`src/rtl/beta_stim_pkg.sv`:
```
// Shared types and constants for the Beta stimulus sequencer: modes, FSM states, opcode legality, LFSR taps.
package beta_stim_pkg;

    typedef enum logic [1:0] {
        MODE_RANDOM   = 2'd0,
        MODE_DIRECTED = 2'd1,
        MODE_REPLAY   = 2'd2,
        MODE_RSVD     = 2'd3
    } mode_e;

    typedef enum logic [1:0] {
        ST_IDLE = 2'd0,
        ST_RUN  = 2'd1,
        ST_DONE = 2'd2
    } state_e;

    localparam logic [5:0] OP_ADDC = 6'h30;

    // Bit n set means opcode n is a defined Beta instruction (memory/branch 0x18-0x1F, ALU and ALU-constant groups).
    localparam logic [63:0] LEGAL_OP_MASK = 64'h7F7F_7F7F_BB00_0000;

    // Galois right-shift taps for x^32 + x^22 + x^2 + x + 1.
    localparam logic [31:0] LFSR_POLY = 32'h8020_0003;

    function automatic logic [5:0] legal_opcode(input logic [5:0] op);
        return LEGAL_OP_MASK[op] ? op : OP_ADDC;
    endfunction

endpackage

```
`src/rtl/stim_lfsr.sv`:
```
// Galois LFSR holding the current pseudo-random word.
// Latency: new state visible the cycle after advance.
// Backpressure: state holds whenever advance is low.
module stim_lfsr #(
    parameter int               WIDTH = 32,
    parameter logic [WIDTH-1:0] SEED  = 'h1,
    parameter logic [WIDTH-1:0] POLY  = 'h1
) (
    input  logic             clk,
    input  logic             rst,
    input  logic             advance,
    output logic [WIDTH-1:0] state
);

    always_ff @(posedge clk or posedge rst) begin
        if (rst) begin
            state <= SEED;
        end else if (advance) begin
            state <= state[0] ? ((state >> 1) ^ POLY) : (state >> 1);
        end
    end

endmodule

```
`src/rtl/beta_stim_sequencer.sv`:
```
// Instruction stimulus sequencer: RANDOM (LFSR), DIRECTED and REPLAY streams; BETA_STIM_OPCODE_FILTER_EN legalises random opcodes.
// Latency: first out_valid the cycle after start, then one instruction per cycle.
// Backpressure: out_inst held while out_valid && !out_ready; loads accepted only in IDLE with space.
module beta_stim_sequencer
    import beta_stim_pkg::*;
#(
    parameter int                INST_W = 32,
    parameter int                DEPTH  = 16,
    parameter int                CNT_W  = 16,
    parameter logic [INST_W-1:0] SEED   = 32'h1
) (
    input  logic                   CLK,
    input  logic                   RST,
    input  logic [1:0]             cfg_mode,
    input  logic [CNT_W-1:0]       num_inst,
    input  logic                   start,
    input  logic                   load_valid,
    input  logic [INST_W-1:0]      load_inst,
    output logic                   load_ready,
    output logic                   out_valid,
    output logic [INST_W-1:0]      out_inst,
    input  logic                   out_ready,
    output logic                   busy,
    output logic                   done,
    output logic [CNT_W-1:0]       emitted,
    output logic [$clog2(DEPTH):0] buf_count
);

    localparam int PW = $clog2(DEPTH);
    localparam int BW = PW + 1;

    state_e            state;
    logic              rand_sel;
    logic [CNT_W-1:0]  left;
    logic [PW-1:0]     rd_ptr;
    logic [PW-1:0]     last_idx;
    logic [INST_W-1:0] dir_q;
    logic [INST_W-1:0] mem [DEPTH];
    logic [INST_W-1:0] lfsr_state;
    logic [INST_W-1:0] rand_inst;
    logic [CNT_W-1:0]  start_len;
    mode_e             start_mode;
    logic              start_rand;
    logic              xfer;
    logic              load_fire;

    assign xfer       = out_valid && out_ready;
    assign load_ready = (state == ST_IDLE) && (buf_count < BW'(DEPTH));
    assign load_fire  = load_valid && load_ready;
    assign start_mode = mode_e'(cfg_mode);
    assign start_rand = (start_mode == MODE_RANDOM) || (start_mode == MODE_RSVD);

    // Run length is fixed at start; DIRECTED uses the occupancy seen before any same-cycle load.
    always_comb begin
        start_len = num_inst;
        case (start_mode)
            MODE_DIRECTED: start_len = CNT_W'(buf_count);
            MODE_REPLAY:   if (buf_count == '0) start_len = '0;
            default:       ;
        endcase
    end

    stim_lfsr #(
        .WIDTH (INST_W),
        .SEED  (SEED),
        .POLY  (LFSR_POLY[INST_W-1:0])
    ) u_lfsr (
        .clk     (CLK),
        .rst     (RST),
        .advance (xfer && rand_sel),
        .state   (lfsr_state)
    );

`ifdef BETA_STIM_OPCODE_FILTER_EN
    always_comb begin
        rand_inst                   = lfsr_state;
        rand_inst[INST_W-1 -: 6]    = legal_opcode(lfsr_state[INST_W-1 -: 6]);
    end
`else
    assign rand_inst = lfsr_state;
`endif

    assign out_inst = rand_sel ? rand_inst : dir_q;

    always_ff @(posedge CLK) begin
        if (load_fire) begin
            mem[buf_count[PW-1:0]] <= load_inst;
        end
    end

    always_ff @(posedge CLK or posedge RST) begin
        if (RST) begin
            state     <= ST_IDLE;
            out_valid <= 1'b0;
            busy      <= 1'b0;
            done      <= 1'b0;
            emitted   <= '0;
            buf_count <= '0;
            left      <= '0;
            rd_ptr    <= '0;
            last_idx  <= '0;
            dir_q     <= '0;
            rand_sel  <= 1'b0;
        end else begin
            done <= 1'b0;
            if (load_fire) begin
                buf_count <= buf_count + 1'b1;
            end
            case (state)
                ST_IDLE: begin
                    if (start) begin
                        emitted  <= '0;
                        rand_sel <= start_rand;
                        left     <= start_len;
                        if (start_len == '0) begin
                            state <= ST_DONE;
                            done  <= 1'b1;
                        end else begin
                            state     <= ST_RUN;
                            busy      <= 1'b1;
                            out_valid <= 1'b1;
                            // rd_ptr always names the entry to present after the next transfer.
                            dir_q     <= mem[0];
                            last_idx  <= PW'(buf_count - 1'b1);
                            rd_ptr    <= (buf_count == BW'(1)) ? '0 : PW'(1);
                        end
                    end
                end
                ST_RUN: begin
                    if (xfer) begin
                        if (emitted != '1) begin
                            emitted <= emitted + 1'b1;
                        end
                        left   <= left - 1'b1;
                        dir_q  <= mem[rd_ptr];
                        rd_ptr <= (rd_ptr == last_idx) ? '0 : rd_ptr + 1'b1;
                        if (left == CNT_W'(1)) begin
                            state     <= ST_DONE;
                            busy      <= 1'b0;
                            out_valid <= 1'b0;
                            done      <= 1'b1;
                        end
                    end
                end
                ST_DONE: state <= ST_IDLE;
                default: state <= ST_IDLE;
            endcase
        end
    end

endmodule

```
`config.mk`:
```
export PLATFORM = sky130hd
export DESIGN_NAME = beta_stim_sequencer
export DESIGN_NICKNAME = d
export VERILOG_FILES = /design/src/rtl/beta_stim_pkg.sv /design/src/rtl/stim_lfsr.sv /design/src/rtl/beta_stim_sequencer.sv
export SDC_FILE = /design/constraint.sdc
export NUM_CORES = 1
export LEC_CHECK = 0
export ABC_CLOCK_PERIOD_IN_PS = 3800
export BUFFER_PORTS_ARGS = -buffer_cell sky130_fd_sc_hd__buf_2
export CAP_MARGIN = 10
export CORE_ASPECT_RATIO = 0.5
export CORE_MARGIN = 3
export CORE_UTILIZATION = 58
export CTS_BUF_LIST = sky130_fd_sc_hd__clkbuf_8
export DETAILED_ROUTE_END_ITERATION = 10
export HOLD_SLACK_MARGIN = 0.1
export PLACE_DENSITY = 0.79
export SLEW_MARGIN = 20
export SYNTH_ARGS = -nofsm -noshare
export SYNTH_HDL_FRONTEND = slang
export SYNTH_HIERARCHICAL = 1
export SYNTH_SLANG_ARGS = --single-unit
```
`constraint.sdc`:
```
create_clock -name CLK -period 3.8 [get_ports CLK]
set_input_delay 0 -clock CLK [delete_from_list [all_inputs] [get_ports CLK]]
set_output_delay 0 -clock CLK [all_outputs]
set_load 0.01 [all_outputs]
```
; After elaboration in Yosys (flattened, before gate mapping)
; Memories as Yosys holds them, arrays and structs flattened.
; Index checks and enable logic that the tools add are counted.
[word_totals]
reg_bits = 114
ramBits = 512
inputBits = 55
memories = 1
[memory_table]
columns = name, words, width, read_ports, rd_clocked_by_memory_dff, write_ports, line_no
row1 = mem, 16, 32, 2, 0, 1, beta_stim_sequencer.sv:38  ; logic [INST_W-1:0] mem [DEPTH];
[op_classes]
add_sub_neg = 5
n_lt_le_gt_ge = 1
eq_ne = 13
mux = 38
bitwise_logic = 2
reduce_logical = 17
[op_table]
columns = operator, n
row1 = two-way mux 32 bit, 5
row2 = two-way mux 16 bit, 6
row3 = one-hot mux 16 bit (2 select lines), 3
row4 = one-hot mux 32 bit (2 select lines), 1
row5 = adder 16 x 1 -> 16 bit (second input constant), 1
row6 = equality test 16 x 1 -> 1 bit (second input constant), 1
row7 = zero test 16 bit, 1
row8 = two-way mux 4 bit, 4
row9 = inequality test 16 bit (second input constant), 1
row10 = subtractor 16 x 1 -> 16 bit (second input constant), 1
row11 = two-way mux 1 bit, 11
row12 = inequality test 2 bit (second input constant), 5
row13 = AND reduction 3 bit, 3
row14 = two-way mux 2 bit, 4
row15 = one-hot mux 4 bit (2 select lines), 1
row16 = AND reduction 4 bit, 2
row17 = adder 5 x 1 -> 5 bit (second input constant), 1
row18 = equality test 5 x 1 -> 1 bit (second input constant), 1
row19 = zero test 5 bit, 1
row20 = < comparator 5 bit (second input constant), 1
row21 = AND reduction 5 bit, 1
row22 = adder 4 x 1 -> 4 bit (second input constant), 1
row23 = equality test 2 x 1 -> 1 bit (second input constant), 2
row24 = equality test 2 bit (second input constant), 2
row25 = 11 further kinds, 16

; Depth between registers and ports, before layout
[logic_depth]
word_depth = 7
depth_mapped = 8

; Hierarchy
; Netlist, hierarchy kept.
[modules_own_cells]
columns = module, instances, cells_each, area_per_inst_um2, seq_area_each_um2
row1 = beta_stim_sequencer, 1, 1417, 24255.8, 17426.7
row2 = stim_lfsr, 1, 74, 1336.3, 802.0

; Worst setup path after synthesis
; No wires, ideal clock.
[synth_path]
kind = reg-to-reg
from = reg state[0] (netlist name)
to = mem mem[3][0] (enable)
t_arrival_ns = 3.654
required_time_ns = 3.339
path_slack_ns = -0.315
path_stages_with_launch = 7
path_buffers = 2
cell_sequence = dfrtp_1 -> buf_2 -> nor3_1 -> and2_1 -> clkbuf_1 -> nand2_1 -> nor3_1
[synth_rtl]
columns = item, line_no
row1 = to (decl), beta_stim_sequencer.sv:38

; Final worst setup path
[layout_path]
from = reg buf_count[0]
to = reg left[3]
[layout_between]
elab_chain_cells = 5
[layout_lines]
columns = item, line_no
row1 = from (decl), beta_stim_sequencer.sv:26  ; output logic [$clog2(DEPTH):0] buf_count
row2 = from (signal assigned), beta_stim_sequencer.sv:107  ; buf_count <= buf_count + 1'b1;
row3 = zero test 5 bit, beta_stim_sequencer.sv:58  ; MODE_REPLAY: if (buf_count == '0) start_len = '0;
row4 = two-way mux 16 bit, beta_stim_sequencer.sv:58
row5 = one-hot mux 16 bit (2 select lines), beta_stim_sequencer.sv:56  ; case (start_mode)
row6 = two-way mux 16 bit, beta_stim_sequencer.sv:111  ; if (start) begin
row7 = one-hot mux 16 bit (2 select lines), beta_stim_sequencer.sv:109  ; case (state)
row8 = to (signal assigned), beta_stim_sequencer.sv:114  ; left <= start_len;
row9 = to (signal assigned), beta_stim_sequencer.sv:134  ; left <= left - 1'b1;
row10 = to (decl), beta_stim_sequencer.sv:34  ; logic [CNT_W-1:0] left;
; Every way passes these cells. The select of a mux whose other input is x is not followed.
; A chain may end at the register's enable or synchronous reset.

==> results_dict.tcl <==
set metrics [dict create \
    placementRows 53 \
    period_share_pct 84.1 \
    grt_pass1_vias 15300 \
    grt_antenna_before_repair 1 \
    crit_family "buffers and inverters" \
    synthFlopType "edfxtp_1" \
    synth_compound_area_share_pct 5.50 \
    setup_ws_ns 0.603 \
    switching_share_pct 33.1 \
    maxSlewViolCount 0 \
    crit_path_max_fanout 9 \
    io_pins 112 \
    numCtsBuffers 84 \
    cts_sinks 626 \
    cts_max_level 3 \
    initial_core_util_pct 59.8 \
    min_period_ns 3.20 \
    max_stage_delay_ns 0.58 \
    drc 0 \
    crit_cells 8 \
    dp_slack_ns 0.867 \
    muxShareOfSynthArea_pct 15.4 \
    synth-seq-area-share_pct 71.2 \
    grt_pass1_wl_um 92000 \
    p_clk_share_pct 25.6 \
    rsz0062_at_grt "no" \
    final_cells 2348 \
    drt_wl_total_um 60300 \
    grtUsageTotal_pct 26.3 \
    grt_max_degree 71 \
    die_w_um 303 \
    dp.cells 2129 \
    required_ns 4.33 \
    setup_viol 0 \
    place_congestion 0.837 \
    power.density_nw_per_um2 671 \
    gr-total-overflow 0 \
    max_cap_viol_count 0 \
    synth_area_leaders "edfxtp_1, dfrtp_1, mux4_2, mux2i_1, mux2_2" \
    holdWs_ns 0.116 \
    cp.arrival_ns 3.72 \
    drtAntennaViolNets 0 \
    fin_skew_ns 0.0369 \
    cts_setup_buffers 0 \
    hold_viol_final 0 \
    synth_cell_types 62 \
    via_per_inst 6.39 \
    p_total_mw 19.7 \
    first_pass_iters 5 \
    yosysMostFrequentCell "edfxtp_1" \
    portBuffers 111 \
    netlist_instances 1491 \
    maxSlewHeadroom_pct 31.4 \
    clk_pin_slew_ns 0.08 \
    critPathBufInv 3 \
    cts_buffer_depth 3 \
    ir_drop_v 0.000406 \
    synthTopCellsByCount "edfxtp_1, dfrtp_1, mux2i_1" \
    start_kind "flip-flop" \
    ys_warn_count 6 \
    nets 1765 \
    synthSimpleGateAreaFrac_pct 4.64 \
    cpMaxStageDelayCell "dlygate4sd3_1" \
    finish.instance_area_um2 29300 \
    tightestPinTransition_ns 1.03 \
    dr_total_vias 15000 \
    synth_fa_ha_area_share_pct 0.538 \
    wl_per_cell_um 25.7 \
    clock_latency_ns 0.67 \
    syn_area_um2 25600 \
    fin_util_pct 68.5 \
    syn_to_final_growth_pct 14.4 \
    status "completed" \
    clockRootBuffer "clkbuf_8" \
    die_h_um 155 \
    p_leak_nw 10.1 \
    setup_tns_ns 0 \
    synth_top_family_by_area "multiplexers" \
    placed_cell_area_um2 27000 \
    synth_top_area_share_pct 60.1 \
    core-area_um2 42800 \
    crit_path_frequent_cell "dlygate4sd3_1" \
    synthArstFlopShare_pct 18.2 \
    p_switching_mw 6.52 \
    cp_cell_sequence "inv_1 > ha_1 > or4b_1 > a21o_2 > a22oi_1 > dlygate4sd3_1 > o21ai_0 > dlygate4sd3_1" \
    drt_iter0_drc 1789 \
    hp-class "input pin to async pin" \
    max_freq_ghz 0.313 \
    syn_nets 1557 \
    p_int_mw 13.2 \
    synth_edf_count 512 \
    end_kind "flip-flop" \
    synth-xor-area-share_pct 0.787 \
    crit_type "flip-flop to flip-flop" \
    power_frac_comb_pct 29.1 \
    synth_top_area_cell "edfxtp_1" \
    power_frac_seq_pct 45.3 \
    avgSynthCellArea_um2 17.2 \
    post-dp-hpwl_um 33800 \
    dieArea_um2 46800 \
    drive_above_1_share_pct 25.9 \
    cts_tree "built" \
    ys_ff_latch 626 \
    postCtsResizedCells 0 \
    r2r_cells 8 \
]
worst min-delay path: stages:
cell and delay (ns):
dlygate4sd3_1 0.54, buf_2 0.14, clkinv_2 0.67
state kept, by name, summed over array words and instances (netlist names):
register,count
mem,512
buf_count,5
busy,1
u_lfsr/state,32
done,1
state,2
emitted,16
rd_ptr,4
last_idx,4
left,16
dir_q,32
rand_sel,1
metal layers:
layer  up-vias  global-route usage (%)  part of all wire [%]
met3       126                    6.54                    11
met5         -                       0                     0
met1      7643                    36.3                    39
met2       891                    41.1                    48
met4         0                    10.0                   3.2
li1       6346                       -                     -
kinds of logic (layout without fill, tap and decap cells):
kind of cell               count (synthesis)  in the layout
and+or+nand+nor                          251            251
buffers and inverters                    104            383
other                                      0              1
xor gates and xnor gates                  23             23
adders and majority gates                 11             11
muxes                                    257            257
AOI/OAI and AO/OA                        219            219
DFF                                      626            626
what timing repair did:
action / in CTS / in global routing
endpoints found under the setup margin: 0 / 0
hold buffers: 61 / 0
hold endpoints to repair: 618 / 0
layout make-up:
cell class | count | area, um^2
clock buffer | 92 | 1270
clock inverter | 65 | 390
multi-input combinational | 761 | 7030
sequential | 626 | 18200
fill | 2619 | 13500
antenna | 1 | 2.50
tap | 577 | 722
timing repair buffer | 216 | 1600
inverter | 10 | 38.8
path summary, 6_finish.rpt:
| check | slack [ns] | endpoint | startpoint |
|---|---|---|---|
| worst min register to register | 0.50 | left[15] | left[15] |
| worst max-delay path | 0.60 | left[3] | buf_count[0] |
| max in group asynchronous | 2.65 | left[11] | RST |
| worst min-delay path | 0.12 | dir_q[25] | RST |
| min in group CLK | 0.18 | left[10] | num_inst[10] |
| worst max register to register | 0.60 | left[3] | buf_count[0] |
power by group through the flow:
stage	Combinational [mW]	Clock, mW	Sequential [mW]
floorplan	4.05	0	8.66
global placement	5.38	0	8.97
detailed placement	5.57	0	9.03
CTS	5.69	5.08	8.90
global route	6.14	5.39	8.99
finish	5.73	5.03	8.91
cell usage in the layout (no fill, tap or decap), types with 7 or more instances in the layout:
master	n
a21oi_1	78
a22oi_1	13
a31oi_1	35
buf_12	8
buf_2	111
buf_4	36
clkbuf_8	92
clkinv_1	12
clkinv_2	9
dfrtp_1	110
dlygate4sd3_1	61
edfxtp_1	512
ha_1	11
inv_1	44
mux2_2	39
mux2_4	26
mux2i_1	97
mux4_2	95
nand2_1	63
nand3_1	37
nand4_1	7
nor2_1	64
nor2_4	12
nor3_1	11
nor4_1	13
o2111ai_1	32
o21ai_0	30
xnor2_1	15
xor2_1	8
(Power assumes the default switching activity.)
